File: src/rtl/sopc_run_ctrl_pkg.sv
// Shared encodings for the SOPC run controller: reset levels, command op codes
// and controller state encodings.
package sopc_run_ctrl_pkg;

  localparam logic RstEnable  = 1'b1;
  localparam logic RstDisable = 1'b0;

  typedef logic [1:0] rc_op_t;
  typedef logic [1:0] rc_state_t;

  localparam rc_op_t CmdHalt   = 2'b00;
  localparam rc_op_t CmdResume = 2'b01;
  localparam rc_op_t CmdStep   = 2'b10;
  localparam rc_op_t CmdReset  = 2'b11;

  localparam rc_state_t RcHold = 2'b00;
  localparam rc_state_t RcRun  = 2'b01;
  localparam rc_state_t RcStep = 2'b10;
  localparam rc_state_t RcDone = 2'b11;

endpackage

File: src/rtl/sopc_run_ctrl_watchdog.sv
// Run-cycle counter with saturation and a sticky budget watchdog.
// 'hit' flags the edge on which the count reaches the budget so the FSM can react on that same edge.
module run_watchdog
  import sopc_run_ctrl_pkg::*;
#(
  parameter int MAX_CYCLES = 500,
  parameter int CNT_W      = 32
) (
  input  logic             clk,
  input  logic             rst,
  input  logic             clr,
  input  logic             en,
  output logic [CNT_W-1:0] cnt,
  output logic             fire,
  output logic             hit
);

  localparam logic [CNT_W-1:0] LIMIT = CNT_W'(MAX_CYCLES);

  function automatic logic [CNT_W-1:0] sat_inc(input logic [CNT_W-1:0] v);
    return (&v) ? v : v + 1'b1;
  endfunction

  assign hit = (MAX_CYCLES != 0) && en && (cnt != LIMIT) && (sat_inc(cnt) == LIMIT);

  always_ff @(posedge clk) begin
    if (rst == RstEnable) begin
      cnt  <= '0;
      fire <= 1'b0;
    end else begin
      if (clr) begin
        cnt <= '0;
      end else if (en) begin
        cnt <= sat_inc(cnt);
      end
      if (hit) begin
        fire <= 1'b1;
      end
    end
  end

endmodule

File: src/rtl/sopc_run_ctrl.sv
// Command-driven run controller for the min-SOPC: reset sequencing, per-hart
// halt requests, single-step release and a cycle-budget watchdog.
module sopc_run_ctrl
  import sopc_run_ctrl_pkg::*;
#(
  parameter int HARTS      = 2,
  parameter int RST_CYCLES = 10,
  parameter int MAX_CYCLES = 500,
  parameter int CNT_W      = 32,
  parameter int STEP_W     = 8
) (
  input  logic              clk,
  input  logic              rst,
  input  logic              cmd_valid,
  output logic              cmd_ready,
  input  logic [1:0]        cmd_op,
  input  logic [HARTS-1:0]  cmd_mask,
  input  logic [STEP_W-1:0] cmd_arg,
  output logic              core_rst,
  output logic [HARTS-1:0]  halt_req,
  output logic [CNT_W-1:0]  cycle_cnt,
  output logic              busy,
  output logic              timeout
);

  localparam int HOLD_W = $clog2(RST_CYCLES + 1);
  localparam logic [HOLD_W-1:0] HOLD_LAST = HOLD_W'(RST_CYCLES - 1);

  rc_state_t         state;
  rc_state_t         state_nxt;
  logic [HOLD_W-1:0] hold_cnt;
  logic [HOLD_W-1:0] hold_nxt;
  logic [STEP_W-1:0] step_cnt;
  logic [STEP_W-1:0] step_cnt_nxt;
  logic [HARTS-1:0]  step_mask;
  logic [HARTS-1:0]  step_mask_nxt;
  logic [HARTS-1:0]  halt_nxt;
  logic              accept;
  logic              wd_en;
  logic              wd_clr;
  logic              wd_hit;

  assign accept = cmd_valid & cmd_ready;
  // Cycles count only while the core is out of reset and the budget has not expired.
  assign wd_en  = (state == RcRun) || (state == RcStep);

  run_watchdog #(
    .MAX_CYCLES (MAX_CYCLES),
    .CNT_W      (CNT_W)
  ) u_watchdog (
    .clk  (clk),
    .rst  (rst),
    .clr  (wd_clr),
    .en   (wd_en),
    .cnt  (cycle_cnt),
    .fire (timeout),
    .hit  (wd_hit)
  );

  always_comb begin
    state_nxt     = state;
    hold_nxt      = hold_cnt;
    step_cnt_nxt  = step_cnt;
    step_mask_nxt = step_mask;
    halt_nxt      = halt_req;
    wd_clr        = 1'b0;
    if (wd_hit) begin
      state_nxt = RcDone;
      halt_nxt  = '1;
    end else begin
      case (state)
        RcHold: begin
          if (hold_cnt == HOLD_LAST) begin
            state_nxt = RcRun;
          end else begin
            hold_nxt = hold_cnt + 1'b1;
          end
        end
        RcStep: begin
          if (step_cnt <= STEP_W'(1)) begin
            state_nxt = RcRun;
            halt_nxt  = halt_req | step_mask;
          end else begin
            step_cnt_nxt = step_cnt - 1'b1;
          end
        end
        RcRun: begin
          if (accept) begin
            case (cmd_op)
              CmdHalt:   halt_nxt = halt_req | cmd_mask;
              CmdResume: halt_nxt = halt_req & ~cmd_mask;
              CmdStep: begin
                // A zero-length step is a no-op and leaves the harts untouched.
                if (cmd_arg != '0) begin
                  halt_nxt      = halt_req & ~cmd_mask;
                  step_cnt_nxt  = cmd_arg;
                  step_mask_nxt = cmd_mask;
                  state_nxt     = RcStep;
                end
              end
              default: begin
                halt_nxt  = '0;
                hold_nxt  = '0;
                wd_clr    = 1'b1;
                state_nxt = RcHold;
              end
            endcase
          end
        end
        default: begin
          halt_nxt = '1;
          if (accept && (cmd_op == CmdReset)) begin
            halt_nxt  = '0;
            hold_nxt  = '0;
            wd_clr    = 1'b1;
            state_nxt = RcHold;
          end
        end
      endcase
    end
  end

  always_ff @(posedge clk) begin
    if (rst == RstEnable) begin
      state     <= RcHold;
      hold_cnt  <= '0;
      halt_req  <= '0;
      core_rst  <= 1'b1;
      cmd_ready <= 1'b0;
      busy      <= 1'b1;
    end else begin
      state     <= state_nxt;
      hold_cnt  <= hold_nxt;
      halt_req  <= halt_nxt;
      core_rst  <= (state_nxt == RcHold);
      cmd_ready <= (state_nxt == RcRun) || (state_nxt == RcDone);
      busy      <= (state_nxt != RcRun);
    end
  end

  // Step length and mask are only consulted in STEP, so they carry no reset.
  always_ff @(posedge clk) begin
    step_cnt  <= step_cnt_nxt;
    step_mask <= step_mask_nxt;
  end

endmodule

File: config.mk
export PLATFORM = sky130hd
export DESIGN_NAME = sopc_run_ctrl
export DESIGN_NICKNAME = d
export VERILOG_FILES = /design/src/rtl/sopc_run_ctrl_pkg.sv /design/src/rtl/sopc_run_ctrl_watchdog.sv /design/src/rtl/sopc_run_ctrl.sv
export SDC_FILE = /design/constraint.sdc
export NUM_CORES = 1
export LEC_CHECK = 0
export CORE_MARGIN = 8
export CORE_UTILIZATION = 30
export CTS_CLUSTER_DIAMETER = 120
export DETAILED_ROUTE_END_ITERATION = 12
export GPL_ROUTABILITY_DRIVEN = 0
export HOLD_SLACK_MARGIN = 0.03
export SYNTH_ARGS = -nofsm -noshare
export SYNTH_HDL_FRONTEND = slang
export SYNTH_SLANG_ARGS = --single-unit
export TNS_END_PERCENT = 10
File: constraint.sdc
create_clock -name clk -period 5.35 [get_ports clk]
set_input_delay 1.3375 -clock clk [delete_from_list [all_inputs] [get_ports clk]]
set_output_delay 1.3375 -clock clk [all_outputs]
set_load 0.005 [all_outputs]
### Word-level counts from Yosys, hierarchy flattened

Cells that the tools add are included.
Widths: inputs -> output; s select.

* register bits after elaboration: 54
* input port bits: 15
* output and inout bits: 38
* word-level logic and storage cells: 93

* $add $sub $neg: 3
* order comparisons: 1
* equal/unequal tests: 21
* muxes and demuxes: 31
* bitwise gates (word level): 7
* reduce and logical (&&, ||, !) cells: 20

Operator list (count)
* $add 32x1->32 const B: 1
* $eq 32x9->1 const B: 1
* $mux 32: 1
* $mux 8: 4
* $ne 32x9->1 const B: 1
* $reduce_and 32->1: 1
* $mux 2: 11
* $pmux 2 s3: 3
* $mux 4: 4
* $pmux 8 s2: 1
* $pmux 4 s3: 1
* $reduce_and 6->1: 2
* $eq 2x2->1 const B: 4
* $le 8x1->1 const B: 1
* $ne 2x1->1 const B: 4
* $ne 2x2->1 const B: 4
* $reduce_bool 8->1: 1
* $sub 8x1->8 const B: 1
* $eq 2x1->1 const B: 3
* $logic_not 2->1: 3
* $reduce_or 2->1: 3
* $reduce_and 5->1: 1
* $add 4x1->4 const B: 1
* $eq 4x4->1 const B: 1
* 17 further kinds: 25

### Logic depth before layout (Yosys ltp)

* depth after elaboration: 8
* gate-level depth with buffers: 13
* depth with buffers taken out: 11

### Cells and area by module

Synthesis repeated with hierarchy kept, for this count alone.

* cell total of the unflattened synthesis: 474
* area, all modules: 3915.0 um^2

By module, submodules not included
* run_watchdog: instances 1, cells an instance 314, area an instance 2458.6 um^2, sequential area each 660.6 um^2
* sopc_run_ctrl: instances 1, cells an instance 160, area an instance 1456.4 um^2, sequential area each 500.5 um^2

### Worst setup path before layout

Ideal clock, no wire load.

* path type: reg-to-reg
* from: reg u_watchdog.cnt[0]
* to: reg step_cnt[0], enable pin
* setup time: 0.273 ns
* arrival: 2.999 ns
* data required time: 5.077 ns
* slack: 2.078 ns
* cell stages (with the launch flop): 12
* path buffers: 2
* clock period less this slack: 3.272 ns
* path through: dfxtp_1 > ha_1 > and3_1 > nand4_1 > buf_2 > nor4_1 > xnor2_1 > a31oi_1 > or4_4 > nor4_4 > buf_4 > nor2_1

* longest elaborated chain between the ends: 6
* elaborated cells on any way between the ends: 9
* those cells by class: add/sub: 1; eq/ne: 2; mux: 1; bitwise: 1; reduce/logical: 4

RTL lines
* start: declaration: RTL line sopc_run_ctrl_watchdog.sv:13 `output logic [CNT_W-1:0] cnt,`
* start signal: assignment: RTL line sopc_run_ctrl_watchdog.sv:34 `cnt <= sat_inc(cnt);`
* $add 32x1->32 or $reduce_and 32->1 (tied branches): RTL line sopc_run_ctrl_watchdog.sv:21 `return (&v) ? v : v + 1'b1;`
* $mux 32
* $eq 32x9->1: RTL line sopc_run_ctrl_watchdog.sv:24 `assign hit = (MAX_CYCLES != 0) && en && (cnt != LIMIT) && (sat_inc(cnt) == LIMIT);`
* $logic_and 1x1->1 (*): RTL line sopc_run_ctrl_watchdog.sv:24
* $not 1->1 (no source line) (*)
* $reduce_and 6->1 (no source line) (*)
* end signal: assignment: RTL line sopc_run_ctrl.sv:143 `step_cnt <= step_cnt_nxt;`
* end: declaration: RTL line sopc_run_ctrl.sv:33 `logic [STEP_W-1:0] step_cnt;`

Mark *: on every way between the ends. The rest lies on a longest branch, timed or not.
A chain may end at the register's enable or synchronous reset.

### Worst setup path in the final report

* from: reg u_watchdog.cnt[0]
* to: reg u_watchdog.cnt[9]

* longest elaborated chain between the ends: 6
* elaborated cells on any way between the ends: 9
* those cells by class: add/sub: 1; eq/ne: 2; mux: 2; reduce/logical: 4

RTL lines
* $add 32x1->32 or $reduce_and 32->1 (tied branches): RTL line sopc_run_ctrl_watchdog.sv:21
* $mux 32
* $eq 32x9->1: RTL line sopc_run_ctrl_watchdog.sv:24
* $logic_and 1x1->1: RTL line sopc_run_ctrl_watchdog.sv:24
* $mux 1: RTL line sopc_run_ctrl.sv:67 `if (wd_hit) begin`
* $reduce_or 2->1 (no source line)

Parallel ways exist; a longest one is shown, timed or not.

==> results.md <==
| Stage | Metric | Value |
| --- | --- | --- |
| clock network | Total setup buffers inserted after CTS | 0 |
| worst setup path | Nature of the critical path endpoint | flip-flop |
| floorplan | Initial standard-cell utilization of the core | 30.5% |
| logic synthesis | Yosys warnings | 0 |
| floorplan | Number of top-level pins | 53 |
| flow run | Max Cap Viol | 0 |
| placement | Worst slack at placement | 1.05 ns |
| worst hold path | Hold crit path type | reg2reg |
| timing | Final Critical Period | 4.34 ns |
| logic synthesis | Share of synthesized flip-flops with an asynchronous set or reset | 0% |
| floorplan | Core Region | 12000 um2 |
| power | Overall power after layout | 0.764 mW |
| worst hold path | Sink of the worst hold path | u_watchdog.fire |
| power | Total power divided by cell area | 175 nW/um2 |
| logic synthesis | Top FF cell, synth | sky130_fd_sc_hd__dfxtp_1 |
| clock network | Post-cts hold buffer count | 0 |
| timing | Fmax | 231 MHz |
| timing | Worst-case clock skew | 0.00715 ns |
| logic synthesis | Most frequent cell after synthesis | sky130_fd_sc_hd__nor2_1 |
| timing | Setup Total Neg Slack | 0 ns |
| timing | Final hold violation count | 0 |
| logic synthesis | Share of the synthesized area in the top cell type | 24.1% |
| placement | Number of input and output port buffers inserted | 52 |
| power | P_int | 0.604 mW |
| route | Vias per cell | 5.43 |
| worst setup path | Data required time at the worst endpoint | 5.57 ns |
| logic synthesis | Combinational family with the most area after synthesis | simple AND/OR/NAND/NOR gates |
| clock network | Clock transition time at the flip-flop clock pins of the worst setup and hold paths | 0.07 ns |
| power | Worst vdd rail ir drop | 87.1 uV |
| cells and area | Area occupied by multi-input gates | 2260 um2 |
| clock network | Post-CTS resize count | 0 |
| logic synthesis | Share of the yosys chip area belonging to registers | 32.3% |
| power | Net switching fraction of the power | 20.9% |
| power | Clock power share | 40.8% |
| cells and area | Final non-filler cell area | 4360 um2 |
| worst setup path | Worst Path Max Fanout | 32 |
| floorplan | Total number of placement rows | 40 |
| clock network | Longest Clk Path Bufs | 2 |
| cells and area | Fraction of final layout cells with drive strength greater than 1 | 3.18% |
| route | Routed len/inst | 15.7 um |
| global route | First-pass GRT wire length | 16900 um |
| logic synthesis | Synthesized area | 3650 um2 |
| route | Overall routed net length | 10200 um |
| worst hold path | Hold Startpoint | u_watchdog.fire |
| logic synthesis | Number of storage elements in the synthesis netlist | 54 |
| logic synthesis | Main area contributors after synthesis | sky130_fd_sc_hd__dfxtp_1, sky130_fd_sc_hd__edfxtp_1, sky130_fd_sc_hd__xnor2_1 |
| route | DRC violations left | 0 |
| global route | Vias in the first global route | 3366 |
| logic synthesis | Simple-gate portion of the synthesized area | 32.5% |
| clock network | H-tree depth | 2 |
| worst hold path | Number of cells on the worst hold path | 2 |
| logic synthesis | Number of instances in the synthesized netlist | 475 |
| timing | RSZ-0062 raised after global routing | no |
| timing | Max Slew Vio Count | 0 |
| logic synthesis | Fraction of the mapped netlist area in adder cells | 5.14% |
| global route | Antenna violations before repair | 0 |
| cells and area | Number of nets in the final layout | 532 |
| logic synthesis | Area fraction in compound gates after synthesis | 11.8% |
| worst setup path | Setup crit start kind | flip-flop |
| logic synthesis | Mux share of post-synthesis cell area | 1.13% |
| floorplan | Die Height | 126 um |
| power | Part of the total power dissipated in combinational logic | 4.5% |
| route | Detailed-routing iteration count for the pre-antenna-repair pass | 5 |
| worst setup path | Endpoint of the worst register-to-register path | u_watchdog.cnt[9] |
| power | Sw Pwr | 0.160 mW |
| route | Final ANT Viol Nets | 0 |
| clock network | TritonCTS Buffers | 5 |
| placement | Post-placement cell area | 4220 um2 |
| power | Seq pwr share | 54.6% |
| logic synthesis | Share of the synthesized netlist area taken by xor and xnor gates | 11.3% |
| clock network | Clock latency of the later-clocked register in the worst-skew pair | 0.29 ns |
| clock network | TritonCTS clock tree | built |
| worst setup path | R2R setup slack | 1.01 ns |
| logic synthesis | Post-synth EDFFs | 10 |
| cells and area | Signed area change from the synthesized netlist to the final layout | 19.3% |
| worst setup path | Signal arrival time at the worst endpoint | 4.56 ns |
| cells and area | Number of antenna cells inserted | 0 |
| global route | Maximum number of pins on one net before global-route repair | 33 |
| power | Static Leak | 1.38 nW |
| floorplan | Die area | 16000 um2 |
| logic synthesis | Top cells by count, synth | sky130_fd_sc_hd__nor2_1, sky130_fd_sc_hd__nand2_1, sky130_fd_sc_hd__dfxtp_1 |
| worst setup path | Number of cells traversed by the worst register-to-register path | 11 |
| logic synthesis | Mean cell area of the mapped netlist | 7.69 um2 |
| global route | Gr ovfl total | 0 |
| floorplan | Die width | 126 um |
| placement | Detailed placement HPWL | 7720 um |
| global route | Global Route Usage Sum | 12.6% |
| cells and area | Area occupied by registers | 1180 um2 |
| timing | Max-Slew Margin vs Limit | 53.5% |
| worst setup path | Crit Path Class | reg2reg |
| timing | Slew at the pin closest to its max-slew limit | 0.692 ns |
| timing | Fin worst setup slack | 1.01 ns |
| clock network | Root buffer cell | sky130_fd_sc_hd__clkbuf_16 |
| worst setup path | Critical R2R Launch | u_watchdog.cnt[0] |
| clock network | TritonCTS sink count | 54 |
| timing | Share of the clock period used by the worst path after layout | 81.1% |
| route | Via total after detailed routing | 3530 |
| cells and area | Total of fill cells in the finished design | 1256 |
| logic synthesis | Total nets after synthesis | 505 |
| timing | Final setup violation count | 0 |
| status | Result of the run | finished clean |
| logic synthesis | Distinct cell type count after synthesis | 51 |
| route | Detailed Route Iter0 Violations | 336 |
| logic synthesis | Cell type with the largest total area after synthesis | sky130_fd_sc_hd__dfxtp_1 |
## layer usage
metal / GRT usage (%) / share of wire, % / up-vias
li1: - / - / 1723
met3: 3.23 / 7.3 / 18
met1: 15.3 / 44 / 1652
met4: 4.25 / 1.8 / 0
met5: 0 / 0 / -
met2: 21.3 / 47 / 137
## final cells by class
type / count / share of cell area (%)
inverter: 17 / 1.46
tap: 147 / 4.22
multi-input combinational: 371 / 52.0
clock buffer: 6 / 2.96
clock inverter: 2 / 0.201
sequential: 54 / 27.1
timing repair buffer: 53 / 12.1
## cells by family after synthesis
group,count (synthesis)
AND/OR/NAND/NOR,237
AO/OA/AOI/OAI,68
flip-flops,54
buffers and inverters,50
XOR/XNOR,47
adder cells (fa/ha/maj),15
multiplexers,4
## flip-flops by register name, summed over array words and instances, names as in the netlist
register / flops
u_watchdog.cnt: 32
hold_cnt: 4
cmd_ready: 1
step_mask: 2
step_cnt: 8
core_rst: 1
state: 2
u_watchdog.fire: 1
busy: 1
halt_req: 2
## stage by stage
step | hold WS, ns | cells | util [%]
floorplan | 0.450 | 475 | -
global placement | 0.460 | 642 | 35.3
detailed placement | 0.466 | 642 | 35.3
CTS | 0.482 | 650 | 36.4
global route | 0.519 | 650 | 36.4
finish | 0.477 | 650 | 36.4
## worst max-delay path, cell delays in order, from the launching register on
cell	delay, ns
sky130_fd_sc_hd__dfxtp_1	0.47
sky130_fd_sc_hd__ha_1	0.27
sky130_fd_sc_hd__and3_1	0.22
sky130_fd_sc_hd__nand4_1	0.43
sky130_fd_sc_hd__or4_1	0.81
sky130_fd_sc_hd__a211oi_2	0.23
sky130_fd_sc_hd__a21oi_1	0.07
sky130_fd_sc_hd__or4_4	0.51
sky130_fd_sc_hd__nor4_4	0.67
sky130_fd_sc_hd__o21bai_2	0.13
sky130_fd_sc_hd__buf_4	0.26
sky130_fd_sc_hd__nor2_1	0.17
## cell usage in the layout, fill, tap and decap left out, types with 6 or more instances in the layout
| cell type | instances |
|---|---|
| sky130_fd_sc_hd__ha_1 | 15 |
| sky130_fd_sc_hd__o21ai_0 | 25 |
| sky130_fd_sc_hd__nand2_1 | 50 |
| sky130_fd_sc_hd__nand4_1 | 19 |
| sky130_fd_sc_hd__inv_1 | 17 |
| sky130_fd_sc_hd__edfxtp_1 | 10 |
| sky130_fd_sc_hd__xor2_1 | 15 |
| sky130_fd_sc_hd__nor3_1 | 18 |
| sky130_fd_sc_hd__and2_1 | 6 |
| sky130_fd_sc_hd__dfxtp_1 | 44 |
| sky130_fd_sc_hd__a21oi_1 | 13 |
| sky130_fd_sc_hd__nor2b_1 | 6 |
| sky130_fd_sc_hd__nand3_1 | 20 |
| sky130_fd_sc_hd__nor4_1 | 11 |
| sky130_fd_sc_hd__nor2_1 | 72 |
| sky130_fd_sc_hd__clkdlybuf4s50_1 | 52 |
| sky130_fd_sc_hd__a31oi_1 | 6 |
| sky130_fd_sc_hd__xnor2_1 | 32 |
## power by group through the flow
stage                     Sequential, mW  Combinational, mW  Clock, mW
after floorplan                    0.426             0.0167          0
after global placement             0.426             0.0333          0
after detailed placement           0.426             0.0347          0
after CTS                          0.417             0.0351      0.324
after global routing               0.417             0.0389      0.337
final                              0.417             0.0347      0.312
## how the worst max path moves through the flow
stage / to / from / slack (ns)
after global routing: step_cnt[6] / u_watchdog.cnt[0] / 0.68
after floorplan: step_cnt[0] / u_watchdog.cnt[0] / 2.08
after detailed placement: step_cnt[4] / u_watchdog.cnt[0] / 1.05
after CTS: step_cnt[0] / u_watchdog.cnt[0] / 1.03
final: u_watchdog.cnt[9] / u_watchdog.cnt[0] / 1.01
after global placement: step_cnt[5] / u_watchdog.cnt[0] / 1.24
Note: power is estimated with default switching activity, not from simulation.
